**src/rtl/decode_issue_if.sv**
```systemverilog
// decode_issue_if: fetch, regfile, writeback and execute signals of the decode/issue stage.
// The master modport is the stage itself; slave is the surrounding pipeline.
interface decode_issue_if;
    logic        InstrValid;
    logic [31:0] Instr;
    logic        InstrReady;
    logic [4:0]  ReadRegister1;
    logic [4:0]  ReadRegister2;
    logic [31:0] ReadData1;
    logic [31:0] ReadData2;
    logic        WbValid;
    logic [4:0]  WbRegister;
    logic        OutValid;
    logic        OutReady;
    logic [31:0] OutOpA;
    logic [31:0] OutOpB;
    logic [31:0] OutImm;
    logic [5:0]  OutOpcode;
    logic [5:0]  OutFunct;
    logic [4:0]  OutDest;
    logic        OutRegWrite;
    logic        OutIllegal;
    modport master (
        input  InstrValid, Instr, ReadData1, ReadData2, WbValid, WbRegister, OutReady,
        output InstrReady, ReadRegister1, ReadRegister2, OutValid, OutOpA, OutOpB, OutImm,
               OutOpcode, OutFunct, OutDest, OutRegWrite, OutIllegal
    );
    modport slave (
        output InstrValid, Instr, ReadData1, ReadData2, WbValid, WbRegister, OutReady,
        input  InstrReady, ReadRegister1, ReadRegister2, OutValid, OutOpA, OutOpB, OutImm,
               OutOpcode, OutFunct, OutDest, OutRegWrite, OutIllegal
    );
endinterface

```
**src/rtl/decode_issue_stage.sv**
```systemverilog
// decode_issue_stage: MIPS decode/issue with a one-entry hold register, RAW scoreboard
// and a valid/ready operand packet towards execute.
module decode_issue_stage #(
    parameter bit         TRACK_HAZARDS = 1'b1,
    parameter logic [4:0] LINK_REG      = 5'd31
) (
    input logic Clk,
    input logic Reset,
    decode_issue_if.master bus
);
    typedef struct packed {
        logic [31:0] op_a;
        logic [31:0] op_b;
        logic [31:0] imm;
        logic [5:0]  opcode;
        logic [5:0]  funct;
        logic [4:0]  dest;
        logic        reg_write;
        logic        illegal;
    } pkt_t;
    logic        h_valid_q, h_valid_d, out_valid_q, out_valid_d;
    logic [31:0] h_instr_q, h_instr_d, sb_q, sb_d;
    pkt_t        out_q, out_d, dec;
    logic [5:0]  op, funct;
    logic [4:0]  rs, rt, rd, dest;
    logic        is_r, is_lw, is_logic, is_alui, is_sw, is_br, is_jal, legal;
    logic        use_rs, use_rt, hazard, issue;
    always_comb begin
        op       = h_instr_q[31:26];
        rs       = h_instr_q[25:21];
        rt       = h_instr_q[20:16];
        rd       = h_instr_q[15:11];
        funct    = h_instr_q[5:0];
        is_r     = op == 6'h00;
        is_lw    = op == 6'h23;
        is_logic = op inside {6'h0c, 6'h0d, 6'h0e};
        is_alui  = op == 6'h08 || is_logic;
        is_sw    = op == 6'h2b;
        is_br    = op inside {6'h04, 6'h05};
        is_jal   = op == 6'h03;
        legal    = is_r || is_lw || is_alui || is_sw || is_br || op == 6'h02 || is_jal;
        use_rs   = is_r || is_lw || is_alui || is_sw || is_br;
        use_rt   = is_r || is_sw || is_br;
        dest     = is_r ? (funct == 6'h08 ? 5'd0 : rd) : (is_lw || is_alui) ? rt : is_jal ? LINK_REG : 5'd0;
        dec.op_a      = bus.ReadData1;
        dec.op_b      = bus.ReadData2;
        dec.imm       = is_logic ? {16'h0, h_instr_q[15:0]} : {{16{h_instr_q[15]}}, h_instr_q[15:0]};
        dec.opcode    = op;
        dec.funct     = funct;
        dec.dest      = dest;
        dec.reg_write = dest != 5'd0;
        dec.illegal   = !legal;
        hazard = h_valid_q && (use_rs && sb_q[rs] || use_rt && sb_q[rt]);
        issue  = h_valid_q && !hazard && (!out_valid_q || bus.OutReady);
    end
    always_comb begin
        h_valid_d   = bus.InstrReady ? bus.InstrValid : h_valid_q;
        h_instr_d   = bus.InstrReady && bus.InstrValid ? bus.Instr : h_instr_q;
        out_valid_d = issue || (out_valid_q && !bus.OutReady);
        out_d       = issue ? dec : out_q;
        sb_d        = sb_q;
        if (bus.WbValid)
            sb_d[bus.WbRegister] = 1'b0;
        // Applied after the clear so an issue and a retire of the same register leave it set.
        if (issue && dec.reg_write)
            sb_d[dest] = 1'b1;
        sb_d[0] = 1'b0;
        if (!TRACK_HAZARDS)
            sb_d = '0;
    end
    always_ff @(posedge Clk) begin
        if (Reset) begin
            h_valid_q   <= 1'b0;
            h_instr_q   <= '0;
            out_valid_q <= 1'b0;
            out_q       <= '0;
            sb_q        <= '0;
        end else begin
            h_valid_q   <= h_valid_d;
            h_instr_q   <= h_instr_d;
            out_valid_q <= out_valid_d;
            out_q       <= out_d;
            sb_q        <= sb_d;
        end
    end
    assign bus.InstrReady    = !h_valid_q || issue;
    assign bus.ReadRegister1 = h_valid_q ? rs : 5'd0;
    assign bus.ReadRegister2 = h_valid_q ? rt : 5'd0;
    assign bus.OutValid      = out_valid_q;
    assign bus.OutOpA        = out_q.op_a;
    assign bus.OutOpB        = out_q.op_b;
    assign bus.OutImm        = out_q.imm;
    assign bus.OutOpcode     = out_q.opcode;
    assign bus.OutFunct      = out_q.funct;
    assign bus.OutDest       = out_q.dest;
    assign bus.OutRegWrite   = out_q.reg_write;
    assign bus.OutIllegal    = out_q.illegal;
endmodule

```
**src/flat_wrapper.sv**
```systemverilog
// flat-port wrapper written by rule: the top's interface ports become plain ports
module decode_issue_stage_flat 
#(
    parameter bit         TRACK_HAZARDS = 1'b1,
    parameter logic [4:0] LINK_REG      = 5'd31
)
  (Clk, Reset, bus_InstrValid, bus_Instr, bus_ReadData1, bus_ReadData2, bus_WbValid, bus_WbRegister, bus_OutReady, bus_InstrReady, bus_ReadRegister1, bus_ReadRegister2, bus_OutValid, bus_OutOpA, bus_OutOpB, bus_OutImm, bus_OutOpcode, bus_OutFunct, bus_OutDest, bus_OutRegWrite, bus_OutIllegal);
  decode_issue_if bus_i ();
  input logic Clk;
  input logic Reset;
  input wire logic [$bits(bus_i.InstrValid)-1:0] bus_InstrValid;
  input wire logic [$bits(bus_i.Instr)-1:0] bus_Instr;
  input wire logic [$bits(bus_i.ReadData1)-1:0] bus_ReadData1;
  input wire logic [$bits(bus_i.ReadData2)-1:0] bus_ReadData2;
  input wire logic [$bits(bus_i.WbValid)-1:0] bus_WbValid;
  input wire logic [$bits(bus_i.WbRegister)-1:0] bus_WbRegister;
  input wire logic [$bits(bus_i.OutReady)-1:0] bus_OutReady;
  output wire logic [$bits(bus_i.InstrReady)-1:0] bus_InstrReady;
  output wire logic [$bits(bus_i.ReadRegister1)-1:0] bus_ReadRegister1;
  output wire logic [$bits(bus_i.ReadRegister2)-1:0] bus_ReadRegister2;
  output wire logic [$bits(bus_i.OutValid)-1:0] bus_OutValid;
  output wire logic [$bits(bus_i.OutOpA)-1:0] bus_OutOpA;
  output wire logic [$bits(bus_i.OutOpB)-1:0] bus_OutOpB;
  output wire logic [$bits(bus_i.OutImm)-1:0] bus_OutImm;
  output wire logic [$bits(bus_i.OutOpcode)-1:0] bus_OutOpcode;
  output wire logic [$bits(bus_i.OutFunct)-1:0] bus_OutFunct;
  output wire logic [$bits(bus_i.OutDest)-1:0] bus_OutDest;
  output wire logic [$bits(bus_i.OutRegWrite)-1:0] bus_OutRegWrite;
  output wire logic [$bits(bus_i.OutIllegal)-1:0] bus_OutIllegal;
  assign bus_i.InstrValid = bus_InstrValid;
  assign bus_i.Instr = bus_Instr;
  assign bus_i.ReadData1 = bus_ReadData1;
  assign bus_i.ReadData2 = bus_ReadData2;
  assign bus_i.WbValid = bus_WbValid;
  assign bus_i.WbRegister = bus_WbRegister;
  assign bus_i.OutReady = bus_OutReady;
  assign bus_InstrReady = bus_i.InstrReady;
  assign bus_ReadRegister1 = bus_i.ReadRegister1;
  assign bus_ReadRegister2 = bus_i.ReadRegister2;
  assign bus_OutValid = bus_i.OutValid;
  assign bus_OutOpA = bus_i.OutOpA;
  assign bus_OutOpB = bus_i.OutOpB;
  assign bus_OutImm = bus_i.OutImm;
  assign bus_OutOpcode = bus_i.OutOpcode;
  assign bus_OutFunct = bus_i.OutFunct;
  assign bus_OutDest = bus_i.OutDest;
  assign bus_OutRegWrite = bus_i.OutRegWrite;
  assign bus_OutIllegal = bus_i.OutIllegal;
  decode_issue_stage #(.TRACK_HAZARDS(TRACK_HAZARDS), .LINK_REG(LINK_REG)) u_core (.Clk(Clk), .Reset(Reset), .bus(bus_i));
endmodule
```
**config.mk**
```make
export PLATFORM = sky130hd
export DESIGN_NAME = decode_issue_stage_flat
export DESIGN_NICKNAME = d
export VERILOG_FILES = /design/src/rtl/decode_issue_if.sv /design/src/rtl/decode_issue_stage.sv /design/src/flat_wrapper.sv
export SDC_FILE = /design/constraint.sdc
export NUM_CORES = 1
export LEC_CHECK = 0
export ABC_AREA = 1
export CAP_MARGIN = 20
export CORE_MARGIN = 1.5
export CORE_UTILIZATION = 40
export CTS_CLUSTER_DIAMETER = 30
export DETAILED_ROUTE_END_ITERATION = 16
export MAX_ROUTING_LAYER = met4
export PLACE_DENSITY = 0.78
export SLEW_MARGIN = 40
export SYNTH_ARGS = -nofsm -noshare
export SYNTH_HDL_FRONTEND = slang
export SYNTH_SLANG_ARGS = --single-unit
export TNS_END_PERCENT = 100
```
**constraint.sdc**
```tcl
create_clock -name Clk -period 3.65 [get_ports Clk]
set_clock_uncertainty 0.2 [all_clocks]
set_input_delay 0.365 -clock Clk [delete_from_list [all_inputs] [get_ports Clk]]
set_output_delay 0.365 -clock Clk [all_outputs]
set_load 0.01 [all_outputs]
```
==> impl_metrics.yaml <==
outcome:
  status: "finished, final reports clean"
floorplan:
  die_h_um: 140
  die_area_mm2: 0.0196
  start_util_pct: 41.3
  io_pins: 233
  num_rows: 49
  core-area_mm2: 0.0182
  die_w_um: 140
worst_setup_path:
  slowest_stage: "clkdlybuf4s50_1"
  path_cells: "inv_2 > nand2_1 > nand2_1 > nand2_1 > nand3_1 > nand3_1 > nand3_1 > nand3_1 > nand2_4 > o21bai_4 > clkdlybuf4s50_1"
  crit_path_start: "u_core.h_instr_q[16]"
  crit_family: "buffers and inverters"
  cpPeakStageDelay_ns: 0.56
  crit_path_end_kind: "output pin"
  crit_type: "reg -> out"
  cp_data_required_time_ns: 3.08
  crit_fanout: 15
  worst-path-buf-inv: 2
  cp_common_cell: "nand3_1"
  startpoint_type: "flop"
  timing.rr.start: "u_core.h_instr_q[27]"
  arrival_ns: 2.57
placement:
  dpl.hpwl_um: 16600
  portBuffers: 232
  finalWeightedCongestion: 0.988
  placed_cells: 1480
global_routing:
  grt_start_max_net_pins: 92
  gr-total-overflow: 0
  grt_usage_pct: 24.2
  grt_pass1_wl_um: 36900
  grt_util_met3_pct: 4.99
  use_met2_pct: 39.1
  grt_antenna_before_repair: 0
  grt_pass1_vias: 7028
  grt_busiest_layer: "met2"
  grtUsageMet1_pct: 30.4
power:
  power_mw: 5.03
  p_leak_nw: 4.17
  ir_worst_vdd_uv: 346
  power_density_mw_per_mm2: 491
sta:
  slew_headroom_pct: 56.1
  worst_pin_slew_ns: 0.659
  setup_viol: 0
  maxSlewViolCount: 0
  fin_tns_setup_ns: 0
  period_needed_ns: 3.13
  whs_ns: 0.280
  rsz0062_at_grt: "no"
  fin_crit_sh_pct: 85.8
  hold_viol: 0
  max_freq_ghz: 0.319
clock_network:
  ctsResizeCount: 0
  htree_levels: 4
  cts_sinks: 159
  clock_path_buffers: 2
  postCtsSetupBuffers: 0
  cts_hold_buf: 0
  clock_latency_ns: 0.43
  cts_root_buf: "clkbuf_16"
  path_clk_slew_ns: 0.07
  cts_tree: "yes"
  cts_buffers: 17
detailed_routing:
  dr.pass1.iters: 5
  route.vias.total: 7727
  routed_via_density: 5.11
  drc: 0
  wl_um: 23200
  detail_route.iter0.violations: 744
  ant_nets: 0
  wl_per_cell_um: 15.4
synth:
  ys_types: 26
  syn_avg_cell_area_um2: 6.87
  syn-cell-area_mm2: 0.00752
  yosys_register_bits: 159
  synthTopCellsByArea: "dfxtp_1 42%, nor2_1 12%, nand2_1 7.3%, nand3_1 7.1%, a21oi_1 5.0%"
  synth-main-ff-cell: "dfxtp_1"
  yosysTopAreaCell: "dfxtp_1"
  synth_edf_count: 0
  synthArstFlopShare_pct: 0
  syn_nets: 1200
  synth_top_cell_area_share_pct: 42.3
  synth_seq_area_share_pct: 42.3
  ys_warn_count: 0
  synth_cells: 1094
cells_and_area:
  area.growth.synth_to_final_pct: 36.1
  antenna_cells: 0
  instances_no_fill: 1512
  drive_above_1_share_pct: 4.99
  fin_util_pct: 56.2
  nets: 1376
job:
  max_cap_violations: 0
worst_hold_path:
  hp-start: "u_core.bus.OutImm[15]"
  hold_path_class: "reg -> reg"
## worst register-to-register path, cell delays in order (launching register included)
cell	delay, ns
dfxtp_1	0.48
nand2_1	0.16
inv_1	0.10
nand3_1	0.09
nand3_1	0.20
nand2_1	0.09
a21oi_1	0.40
nor2_1	0.15
nand2_2	0.43
nand4_1	0.20
a21oi_1	0.16
## path summary, 6_finish.rpt
kind	end	slack [ns]	cells past startpoint
setup reg to reg	u_core.sb_q[26]	0.92	10
hold / removal	u_core.bus.OutImm[15]	0.28	2
hold reg to reg	u_core.bus.OutImm[15]	0.28	2
setup / recovery	bus_InstrReady	0.52	11
## power breakdown
part,internal [mW],total (mW),switching (mW)
logic,0.561,1.23,0.673
registers,1.90,2.02,0.116
clock network,0.983,1.77,0.791
total,3.45,5.03,1.58
## state kept, by name, indices dropped and copies added (netlist names)
name,flops
u_core.bus.OutValid,1
u_core.bus.OutIllegal,1
u_core.bus.OutDest,5
u_core.sb_q,31
u_core.bus.OutFunct,5
u_core.bus.OutImm,12
u_core.bus.OutOpB,32
u_core.h_instr_q,32
u_core.h_valid_q,1
u_core.bus.OutOpA,32
u_core.bus.OutOpcode,6
u_core.bus.OutRegWrite,1
## kinds of logic (layout without fill, tap and decap cells)
logic type | after synthesis | in the layout | synth area share (%)
AO/OA/AOI/OAI | 200 | 200 | 13.6
flip-flops | 159 | 159 | 42.3
AND/OR/NAND/NOR | 548 | 548 | 31.1
buffers and inverters | 187 | 376 | 13.0
## synthesized netlist by cell type, types with 9 or more instances
| cell type | n |
|---|---|
| nand2_1 | 147 |
| nand3_1 | 107 |
| buf_6 | 22 |
| a21oi_1 | 75 |
| buf_4 | 26 |
| clkbuf_1 | 30 |
| buf_2 | 9 |
| dfxtp_1 | 159 |
| o21ai_1 | 56 |
| nor2_1 | 250 |
| nand4_1 | 33 |
| o21ai_0 | 65 |
| inv_1 | 93 |
## placed cells by master (no fill, tap or decap), types with 3 or more instances in the layout
cell type and count:
inv_1 92, buf_4 14, inv_2 3, o21ai_0 65
nor2_1 250, clkdlybuf4s50_1 231, nand4_1 33, clkinvlp_4 3
nor2_2 3, inv_8 3, nand3_1 107, a21oi_1 75
dfxtp_1 159, nand2_1 147, inv_6 6, clkbuf_16 17
o21ai_1 56
## through the flow
step	worst slack, ns	area, µm²
floorplan	1.52	7520
global placement	0.987	9650
detailed placement	0.968	9650
CTS	0.498	10200
global route	0.355	10200
finish	0.518	10200
## per-layer routing
metal / wire, µm / up-vias
li1: - / 3867
met1: 10100 / 3517
met2: 11100 / 313
met3: 1690 / 30
met4: 432 / 0
met5: 0 / -
## final cells by class
| class | count | area (µm²) |
|---|---|---|
| Fill cell | 1754 | 7970 |
| Clock inverter | 14 | 144 |
| Tap cell | 229 | 287 |
| Multi-Input combinational cell | 748 | 3360 |
| Timing Repair Buffer | 247 | 2460 |
| Inverter | 97 | 368 |
| Clock buffer | 18 | 439 |
| Sequential cell | 159 | 3180 |
Power figures use the tool's default switching activity.
